### config.mk
export PLATFORM = sky130hd
export DESIGN_NAME = pkt_chan_sched
export DESIGN_NICKNAME = d
export VERILOG_FILES = /design/src/rtl/pkt_chan_sched.sv
export SDC_FILE = /design/constraint.sdc
export NUM_CORES = 1
export LEC_CHECK = 0
export ABC_CLOCK_PERIOD_IN_PS = 2400
export CORE_UTILIZATION = 46
export CTS_CLUSTER_SIZE = 25
export DETAILED_ROUTE_END_ITERATION = 8
export HOLD_SLACK_MARGIN = 0.03
export MAX_ROUTING_LAYER = met4
export PLACE_DENSITY = 0.85
export SKIP_LAST_GASP = 1
export SLEW_MARGIN = 15
export SYNTH_ARGS = -nofsm -noshare
export SYNTH_HDL_FRONTEND = slang
export SYNTH_SLANG_ARGS = --single-unit
export TNS_END_PERCENT = 50
### constraint.sdc
create_clock -name clk -period 2.4 [get_ports clk]
set_clock_uncertainty 0.15 [all_clocks]
set_input_delay 0.24 -clock clk [delete_from_list [all_inputs] [get_ports clk]]
set_output_delay 0.24 -clock clk [all_outputs]
set_load 0.02 [all_outputs]
### src/rtl/pkt_chan_sched.sv
// pkt_chan_sched: round-robin channel scheduler with former/MAC handshake, inter-packet gap, overflow flush and TX watchdog
module pkt_chan_sched #(
  parameter int N_CH      = 2,
  parameter int LVL_W     = 9,
  parameter int PKT_WORDS = 360,
  parameter int GAP_CYC   = 50,
  parameter int WD_CYC    = 20000000
) (
  input  logic                   clk,
  input  logic                   rst,
  input  logic [N_CH*LVL_W-1:0]  ch_level,
  input  logic [N_CH-1:0]        ch_full,
  input  logic [N_CH-1:0]        ch_en,
  output logic                   grant_valid,
  output logic [7:0]             grant_ch,
  input  logic                   grant_ready,
  input  logic                   pkt_done,
  input  logic                   end_tx,
  output logic                   abort,
  output logic [N_CH-1:0]        flush,
  output logic                   busy,
  output logic [15:0]            ovf_cnt,
  output logic                   wd_err
);
  localparam int PTR_W = (N_CH > 2) ? 2 : 1;
  localparam int CNT_W = $clog2(WD_CYC + GAP_CYC + 2);
  typedef enum logic [2:0] {IDLE, GRANT, BUILD, TX, GAP} state_t;
  state_t           r_state;
  logic [PTR_W-1:0] r_rr, r_gch, w_pick, w_next;
  logic [CNT_W-1:0] r_cnt;
  logic [N_CH-1:0]  r_fq, r_fqq, w_rise, w_elig;
  logic [2:0]       w_pop;
  logic [16:0]      w_sum;
  logic             w_abort;
  int               w_j;
  always_comb begin
    w_pick = r_rr;
    w_j = 0;
    for (int i = 0; i < N_CH; i++)
      w_elig[i] = ch_en[i] & ~ch_full[i] & (32'(ch_level[i*LVL_W +: LVL_W]) >= 32'(PKT_WORDS));
    // descending scan so the smallest offset from r_rr wins
    for (int k = N_CH - 1; k >= 0; k--) begin
      w_j = int'(r_rr) + k;
      w_j = (w_j >= N_CH) ? w_j - N_CH : w_j;
      if (w_elig[w_j]) w_pick = PTR_W'(w_j);
    end
  end
  assign w_next   = (r_gch == PTR_W'(N_CH - 1)) ? '0 : r_gch + 1'b1;
  assign w_rise   = r_fq & ~r_fqq;
  assign w_abort  = (r_state == GRANT || r_state == BUILD) && w_rise[r_gch];
  assign w_pop    = 3'($countones(w_rise));
  assign w_sum    = {1'b0, ovf_cnt} + {14'b0, w_pop};
  assign busy     = r_state != IDLE;
  assign grant_ch = 8'(r_gch);
  always_ff @(posedge clk) begin
    if (rst) begin
      r_state     <= IDLE;
      r_rr        <= '0;
      r_gch       <= '0;
      r_cnt       <= '0;
      r_fq        <= '0;
      r_fqq       <= '0;
      grant_valid <= 1'b0;
      abort       <= 1'b0;
      flush       <= '0;
      ovf_cnt     <= '0;
      wd_err      <= 1'b0;
    end else begin
      r_fq    <= ch_full;
      r_fqq   <= r_fq;
      flush   <= w_rise;
      abort   <= w_abort;
      ovf_cnt <= w_sum[16] ? 16'hFFFF : w_sum[15:0];
      if (w_abort) begin
        grant_valid <= 1'b0;
        r_rr        <= w_next;
        r_cnt       <= '0;
        r_state     <= GAP;
      end else begin
        case (r_state)
          IDLE: if (|w_elig) begin
            r_gch       <= w_pick;
            grant_valid <= 1'b1;
            r_state     <= GRANT;
          end
          GRANT: if (grant_ready) begin
            grant_valid <= 1'b0;
            r_rr        <= w_next;
            r_state     <= BUILD;
          end
          BUILD: if (pkt_done) begin
            r_cnt   <= '0;
            r_state <= TX;
          end
          TX: if (end_tx || r_cnt == CNT_W'(WD_CYC - 1)) begin
            wd_err  <= wd_err | ~end_tx;
            r_cnt   <= '0;
            r_state <= GAP;
          end else r_cnt <= r_cnt + 1'b1;
          GAP: if (r_cnt == CNT_W'(GAP_CYC)) r_state <= IDLE;
            else r_cnt <= r_cnt + 1'b1;
          default: r_state <= IDLE;
        endcase
      end
    end
  end
endmodule

==> flow_summary.yaml <==
clocking:
  postCtsHoldBufs: 0
  clk_latency_ns: 0.32
  numCtsBuffers: 5
  cts_tree: "built"
  clkSinkCount: 55
  cts-root-buf: "clkbuf_8"
  clock_path_buffers: 2
  cts_max_level: 2
  post_cts_buffers: 0
  clk_pin_slew_ns: 0.10
power_and_ir_drop:
  p_clk_share_pct: 27.3
  p_leak_nw: 1.13
  power_frac_comb_pct: 22.1
  internal_power_mw: 1.36
  power_density_nw_per_um2: 584
  p_sw_mw: 0.622
  ir_worst_vdd_mv: 0.386
  p_sw_share_pct: 31.4
  power.total_mw: 1.99
  seq_power_share_pct: 50.6
yosys:
  synth_cell_types: 53
  yosys_warnings: 0
  synthFlopType: "dfxtp_1"
  synth_edf_count: 0
  ys_seq_area_share_pct: 39.6
  ys_seq_elements: 55
  synthArstFlopShare_pct: 0
  syn_area_sq_um: 2780
  syn_avg_cell_area_sq_um: 8.70
  syn_inst: 320
route:
  route.detailed.drc: 0
  postRouteWirelength_microns: 5920
  drtIter0Drc: 113
  drt_pass1_iterations: 4
  avgRoutedWirePerCell_microns: 13.4
  viasPerCell: 5.59
  ant_nets: 0
  vias: 2461
global_route:
  grt_pass1_vias: 2213
  antenna_found_initial: 0
  grt_pass1_wl_microns: 9840
  grtUsageTotal_pct: 20.2
  grt_overflow: 0
  grt_max_degree: 32
critical_path:
  required_ns: 2.46
  crit_arrival_ns: 2.39
  setup.worst_path.end_class: "register"
  slowest_delay_ns: 0.40
  worst_path_max_delay_cell: "o31a_2"
  cp_max_fo: 12
  crit_chain: "ha_1 -> nand3_2 -> or2_0 -> o31a_2 -> o41ai_4 -> buf_4 -> nor2_1"
  crit_type: "register to register"
  cp-start-kind: "register"
  r2r_setup_slack_ns: 0.08
job:
  drv_cap: 0
status:
  status: "complete, no violations"
floorplanning:
  dieArea_sq_um: 6370
  die_h_microns: 79.8
  core-area_sq_um: 5680
  rows: 27
  initial_core_util_pct: 49.1
  io_pins: 57
  die_x_microns: 79.8
sta:
  fin_crit_ns: 2.32
  worst_pin_slew_ns: 0.699
  finalSetupViolCount: 0
  max_freq_mhz: 431
  hold_viol: 0
  slew_violations: 0
  fin_ws_ns: 0.0779
  fin_crit_sh_pct: 96.8
  maxSlewHeadroom_pct: 53.3
  rsz0062_at_grt: "true"
placed_design:
  gp_congestion: 0.824
  dp_hpwl_microns: 4380
  dp_slack_ns: 0.0195
  port_buffers: 43
min_path:
  hold_class: "register to register"
cells_and_area:
  nNetsFinal: 398
  area_delta_synth_final_pct: 22.2
  antennaDiodeCount: 0
  drive_above_1_share_pct: 11.1
[cells by family after synthesis]
group           after synthesis  share of synthesized area, %
compound gates               69                          15.9
xor+xnor                     22                          6.92
fa+ha+maj                     4                          2.07
buf+inv                      37                          8.04
flops                        55                          39.6
mux                           2                         0.719
other cells                   1                         0.135
simple gates                130                          26.7
[area by class of cell]
cell class	count	area, sq um
clock buffers	5	68.8
clock inverters	3	27.5
fillers	484	2270
inverters	15	56.3
multi-input cells	234	1520
flip-flops and latches	55	1100
well taps	72	90.1
repair buffers	56	541
[per-layer routing]
| metal | wire length [microns] | track usage [%] | part of all wire (%) | vias up |
|---|---|---|---|---|
| met5 | 0 | - | 0 | - |
| li1 | - | - | - | 1225 |
| met3 | 316 | 3.89 | 5.3 | 7 |
| met1 | 2730 | 23.7 | 46 | 1163 |
| met2 | 2800 | 34.4 | 47 | 66 |
| met4 | 68 | 6.61 | 1.1 | 0 |
[synthesized netlist by cell type, types with 6 or more instances]
master,n,area share [%]
dfxtp_1,55,40
inv_1,15,2.0
a21oi_1,33,5.9
nor3_1,9,1.6
buf_4,8,2.2
nor4_1,8,1.8
clkbuf_1,7,0.94
nand2_1,16,2.2
o31ai_1,8,2.2
o21ai_0,10,1.8
nor2_1,26,3.5
nand3_1,14,2.5
xnor2_1,17,5.3
buf_6,6,2.4
or4_1,9,2.4
nor2b_1,6,1.3
or3_1,6,1.3
nand4_1,6,1.3
[stage by stage]
step / instance area, sq um / setup TNS, ns / utilization, % / cells / hold slack [ns]
after detailed placement: 3270 / 0 / 57.6 / 432 / 0.265
after CTS: 3370 / 0 / 59.3 / 440 / 0.279
final: 3400 / 0 / 59.9 / 440 / 0.279
after floorplan: 2810 / 0 / - / 326 / 0.224
after global routing: 3400 / -0.277 / 59.9 / 440 / 0.294
after global placement: 3270 / 0 / 57.6 / 432 / 0.262
[state kept, by name, summed over array words and instances (netlist names)]
name         flops
r_cnt           25
r_fqq            2
r_rr             1
grant_valid      1
r_gch            1
ovf_cnt         16
wd_err           1
abort            1
flush            2
r_fq             2
r_state          3
[timing repair]
| action | in CTS | in global routing |
|---|---|---|
| gates cloned | 0 | 0 |
| endpoints found under the setup margin | 1 | 36 |
| resized for setup | 1 | 6 |
[layout by cell type, fill, tap and decap left out, types with 2 or more instances in the layout]
cell type / count
o2111ai_1: 3
conb_1: 7
nand3_1: 12
or4_1: 8
mux2i_1: 2
nor2_2: 2
or2_2: 4
a211oi_1: 3
and3_1: 3
or3_1: 6
nor3_1: 8
nand3_2: 3
ha_1: 3
dfxtp_1: 55
inv_1: 15
o31ai_1: 8
a21oi_1: 33
o41ai_1: 2
nor4b_1: 2
nand4_1: 6
clkbuf_8: 5
a31oi_1: 2
o21ai_0: 10
o211a_1: 2
clkdlybuf4s50_1: 43
nor2_1: 25
nand2b_1: 5
nand3b_1: 2
buf_4: 12
nor2b_1: 6
nand2_1: 16
xnor2_1: 17
nor4_1: 8
xor2_1: 5
[power by group through the flow]
stage | logic [mW] | registers [mW] | clock network (mW)
detailed placement | 0.436 | 1.03 | 0
finish | 0.439 | 1.01 | 0.541
CTS | 0.437 | 1.00 | 0.552
global placement | 0.425 | 1.02 | 0
global route | 0.483 | 1.01 | 0.588
floorplan | 0.360 | 1.00 | 0
[critical path: cells and delay by family, from the launching register on]
kind                     cells  cell delay (ns)
AO/OA/AOI/OAI                2             0.75
AND/OR/NAND/NOR              3             0.48
flip-flops                   1             0.38
buffers and inverters        1             0.24
adder cells (fa/ha/maj)      1             0.21
[path summary, 6_finish.rpt]
kind                                            start                     end  cells after the start
worst min-delay path              r_fqq[1]$_SDFF_PP0_     flush[1]$_SDFF_PP0_                      1
worst max register to register  r_cnt[1]$_SDFFE_PP0P_  r_cnt[18]$_SDFFE_PP0P_                      7
worst min register to register    r_fqq[1]$_SDFF_PP0_     flush[1]$_SDFF_PP0_                      1
worst max-delay path            r_cnt[1]$_SDFFE_PP0P_  r_cnt[18]$_SDFFE_PP0P_                      7
Note: power is estimated with default switching activity, not from simulation.
==> RTL change 1 (same flow settings) <==
`WD_CYC`: 20000000 -> 5000000.
--- a/src/rtl/pkt_chan_sched.sv
+++ b/src/rtl/pkt_chan_sched.sv
@@ -5,5 +5,5 @@
   parameter int PKT_WORDS = 360,
   parameter int GAP_CYC   = 50,
-  parameter int WD_CYC    = 20000000
+  parameter int WD_CYC    = 5000000
 ) (
   input  logic                   clk,
Check against the original RTL: no difference found for any inputs over 10 cycles, from zero or initial values and one cycle with rst high; that may be too few to reach the edited logic, so the function may still have changed.
==> RTL change 1 against the original RTL <==
  * Setup slack better by 98 ps
  * Synthesized cell count shrank 7.8%
  * Wire length decreased by 9.4%
  * Sequential share of layout area is 0.67 points higher
  * Count of clock-buffer cells in the layout stayed put
  * Critical path type unchanged
  * Synthesized area down 5.8%
  * Die area is 5.7% lower
  * Design area shrank 5.6%
  * Sequential cell count down 2
Power is not compared: it rests on default switching activity, and its combinational part moved more than twofold at a synthesized area within 25%.
==> RTL change 1: results (changes against the original RTL) <==
Yosys
  – Top cells by area, synth: dfxtp_1, xnor2_1, nor2_1
  – Xor/xnor share of the synthesized area: 10.4% (+3.4 points)
  – Register area share after synthesis: 40.5% (+0.91 points)
  – Post-synth top flop: dfxtp_1
  – Post-synthesis mux area share: 1.15% (+0.43 points)
  – Asr flop ratio synth: 0% (unchanged)
  – Cell variety after synth: 52 (-1.9%)
  – Most frequent cells after synthesis: dfxtp_1, nor2_1, xnor2_1, a21oi_1, nand3_1
  – Post-Synth Adder-Cell Area: 2.19% (+0.13 points)
  – Yosys warning count: 0 (unchanged)
  – Post-synthesis compound-gate area fraction: 11.0% (-4.9 points)

Layout
  – Multi-input comb cells: 220 (-6.0%)
  – Clk cell area share: 2.96% (+0.13 points)
  – Register Area: 1060 µm² (-3.6%)
  – Top flop regs: r_cnt x23, ovf_cnt x16, r_state x3
  – NonClk Buf Share: 15.7% (-0.23 points)
  – Seq Cell Count: 53 (-3.6%)
  – Nets: 371 (-6.8%)
  – Inverter count: 9 (-6)
  – Non-clock buffers: 51 (-8.9%)
  – Proportion of layout cells with a drive suffix above 1: 8.80% (-2.3 points)
  – Multi-input gate share of the layout cell area: 44.5% (-0.12 points)
  – Layout fillers: 476 (-1.7%)

Worst setup path
  – Highest net fanout along the worst path: 4 (-8)
  – Worst R2R Setup Slack: 180 ps (+100 ps)
  – CP arrival: 2270 ps (-120 ps)
  – Register-to-Register Path Depth: 10 (+3)
  – Worst path slowest cell: fa_1

STA
  – Min Hold Slack: 281 ps (+1.66 ps)

Route
  – WL met3: 272 µm (-14%)
  – Starting DRC count in detailed routing: 97 (-14%)
  – WL per Instance: 13.0 µm (-3.4%)
  – Via density: 5.29 (-5.4%)
  – Met1 WL: 2320 µm (-15%)
  – Routed wl met2: 2710 µm (-3.1%)

Min path
  – Worst hold stages: 1 (unchanged)

GRT
  – Number of global-route vias before repair: 2135 (-3.5%)
  – GRT Util Overall: 19.4% (-0.77 points)
  – Met3 GRT Util: 4.94% (+1.1 points)
  – Met1 usage: 21.8% (-2.0 points)
  – Largest net degree at the start of global routing: 26 (-19%)
  – First-pass GRT wire length: 9210 µm (-6.4%)
  – Met2 Track Usage GR: 33.6% (-0.82 points)

Clock tree
  – Clk root buf: clkbuf_8
  – Depth of the CTS H-tree: 2 (unchanged)
  – CTS resizes: 0 (-1)

Power
  – Final Power: 0.00163 W

Run status
  – Status: complete, no violations

Place
  – DP Wirelength: 3940 µm (-10%)
  – Placer Congestion: 0.795 (-3.5%)
RTL change 1: changes by cell type after synthesis, sizes merged, moves of 4 or more:
cell and change:
o31ai -7, or3 -7, inv -6, clkbuf -4, xnor2 +9, nor2 +10
o21ai -8, a21oi -14, or4 -8
RTL change 1: worst max-delay path: cells and delay by family (launching register included):
kind | cells | cell delay (ps)
AND/OR/NAND/NOR | 5 | 640
adder cells (fa/ha/maj) | 2 | 610
flip-flops | 1 | 330
multiplexers | 1 | 160
buffers and inverters | 2 | 230
RTL change 1: metrics by stage:
step	std cells	setup slack [ps]	cell area, µm²
2_1_floorplan	301	126	2650
3_3_place_gp	405	186	3110
3_5_place_dp	405	115	3110
4_1_cts	413	86.7	3200
5_1_grt	413	14.2	3210
6_report	413	176	3210
RTL change 1: final timing paths:
kind,startpoint,end
worst max-delay path,r_fqq[0],ovf_cnt[12]
worst min-delay path,r_fqq[1],flush[1]
worst min register to register,r_fqq[1],flush[1]
worst max register to register,r_fqq[0],ovf_cnt[12]
==> RTL change 2 (config.mk and constraints unchanged) <==
Made on the original files. The 5 states of `state_t` get a one-hot encoding in 5 bits.
--- a/src/rtl/pkt_chan_sched.sv
+++ b/src/rtl/pkt_chan_sched.sv
@@ -25,5 +25,5 @@
   localparam int PTR_W = (N_CH > 2) ? 2 : 1;
   localparam int CNT_W = $clog2(WD_CYC + GAP_CYC + 2);
-  typedef enum logic [2:0] {IDLE, GRANT, BUILD, TX, GAP} state_t;
+  typedef enum logic [4:0] {IDLE = 5'b00001, GRANT = 5'b00010, BUILD = 5'b00100, TX = 5'b01000, GAP = 5'b10000} state_t;
   state_t           r_state;
   logic [PTR_W-1:0] r_rr, r_gch, w_pick, w_next;
Formal check against the unedited RTL: same outputs for any inputs over 10 cycles, from zero or initial values and one cycle with rst high; not proved beyond that.
==> RTL change 2 against the original RTL <==
  * Synthesized cell count is 12% higher
  * Wire length grew 21%
  * Setup slack worse by 4.4 ps
  * Sequential cell count increased by 2
  * Sequential power about the same
  * Synthesized area grew 9.1%
  * Power is 19% higher
  * Via count is 14% higher
  * Maximum frequency down 0.19%
  * Design area is 12% higher
  * Global-route usage increased by 1.9 points
  * Cell count grew 12%
  * Largest cell class unchanged
  * Highest routed layer unchanged
==> RTL change 2: results (changes against the original RTL) <==
Yosys
  – Post-synthesis mux area share: 2.97% (+2.2 points)
  – Xor/xnor share of the synthesized area: 7.21% (+0.29 points)
  – Register area share after synthesis: 37.6% (-2.0 points)
  – Top cells by area, synth: dfxtp_1, a21oi_1, nor2_1
  – Yosys warning count: 0 (unchanged)
  – Most frequent cells after synthesis: dfxtp_1, nor2_1, a21oi_1, nand3_1, nand2_1
  – Post-synthesis compound-gate area fraction: 16.8% (+0.86 points)
  – Cell variety after synth: 51 (-3.8%)
  – Syn Area/Cell: 8.46 µm² (-2.8%)
  – Post-Synth Adder-Cell Area: 1.90% (-0.17 points)

Clock tree
  – Clk buf depth: 2 (unchanged)
  – Total CTS buffers: 9 (+4)
  – Depth of the CTS H-tree: 3 (+1)
  – Worst-skew pair later-pin latency: 340 ps (+20 ps)
  – Clk pin slew, worst setup/hold paths: 70 ps (-30 ps)
  – CTS resizes: 2 (+1)

Min path
  – Hold path start: r_fqq[1]

Run status
  – Status: complete, no violations

Worst setup path
  – Worst path slowest cell: clkdlybuf4s50_1
  – Register-to-Register Path Depth: 7 (unchanged)
  – Worst r2r dst: ovf_cnt[11]
  – FF-to-FF Start: r_fqq[0]
  – Max stage delay on crit path: 620 ps (+220 ps)
  – Highest net fanout along the worst path: 10 (-2)
  – CP arrival: 1940 ps (-450 ps)

GRT
  – First-pass GRT wire length: 12100 µm (+23%)
  – Largest net degree at the start of global routing: 23 (-28%)
  – Number of global-route vias before repair: 2609 (+18%)
  – GRT Util Overall: 22.1% (+1.9 points)

Place
  – DP Wirelength: 5090 µm (+16%)
  – Placer Congestion: 0.922 (+12%)
  – Placed instance area: 3560 µm² (+8.9%)
  – Place WS: 11.2 ps (-8.29 ps)
  – Placed cells: 475 (+10%)
  – I/O Buffers: 43 (unchanged)

Power
  – Switching Share: 24.8% (-6.5 points)
  – Leakage: 1.38 nW (+23%)
  – IR drop worst, VDD: 0.000399 V (+3.3%)

Route
  – Starting DRC count in detailed routing: 154 (+36%)
  – Pre-Repair DR Iteration Count: 5 (+1)
  – WL per Instance: 14.6 µm (+8.3%)
  – Via density: 5.74 (+2.5%)

Layout
  – Nets: 440 (+11%)
  – Final std cells w/o fill: 491 (+12%)
  – Proportion of layout cells with a drive suffix above 1: 9.18% (-2.0 points)
  – Layout fillers: 528 (+9.1%)
  – Top flop regs: r_cnt x25, ovf_cnt x16, r_state x5

STA
  – Post-route minimum period: 2330 ps (+4.35 ps)
  – Min Hold Slack: 277 ps (-2.05 ps)
[RTL change 2: worst max-delay path, delay by kind of cell, from the launching register on]
family / cells / cell delay [ps]
flops: 1 / 550
buf+inv: 2 / 730
simple gates: 2 / 310
[RTL change 2: layout make-up]
type	count	area, µm²	area share, %
clock buffer	9	124	3.25
sequential	57	1140	30.0
clock inverter	7	119	3.12
inverter	11	41.3	1.08
multi-input combinational	273	1750	46.0
timing repair buffer	57	536	14.1
tap	77	96.3	2.53
[RTL change 2: kinds of logic (layout without fill, tap and decap cells)]
kind of cell | after synthesis | after routing
AOI/OAI and AO/OA | 76 | 76
xor gates and xnor gates | 25 | 25
adders and majority gates | 4 | 4
buffers and inverters | 35 | 84
DFF | 57 | 57
muxes | 9 | 9
other | 1 | 7
and+or+nand+nor | 152 | 152
[RTL change 2: worst max path at each step]
stage / start / endpoint / cells past startpoint
final: r_state[3] / busy / 4
after CTS: r_state[3] / busy / 4
after detailed placement: pkt_done / r_cnt[0] / 7
after global routing: r_fqq[0] / ovf_cnt[11] / 7
after floorplan: ovf_cnt[0] / ovf_cnt[11] / 9
after global placement: pkt_done / r_cnt[0] / 7
[RTL change 2: power by group through the flow]
| stage | clock network, W | registers (W) | logic (W) |
|---|---|---|---|
| after floorplan | 0 | 0.00101 | 0.000181 |
| after global placement | 0 | 0.00102 | 0.000254 |
| after detailed placement | 0 | 0.00103 | 0.000262 |
| after CTS | 0.00111 | 0.00101 | 0.000269 |
| after global routing | 0.00116 | 0.00101 | 0.000294 |
| final | 0.00110 | 0.00101 | 0.000268 |
[RTL change 2: metal layers]
metal	track usage, %	vias to the layer above	part of all wire (%)
met1	26.9	1305	44
met2	35.5	104	48
met4	9.40	0	2.2
li1	-	1392	-
met5	-	-	0
met3	4.57	15	5.9
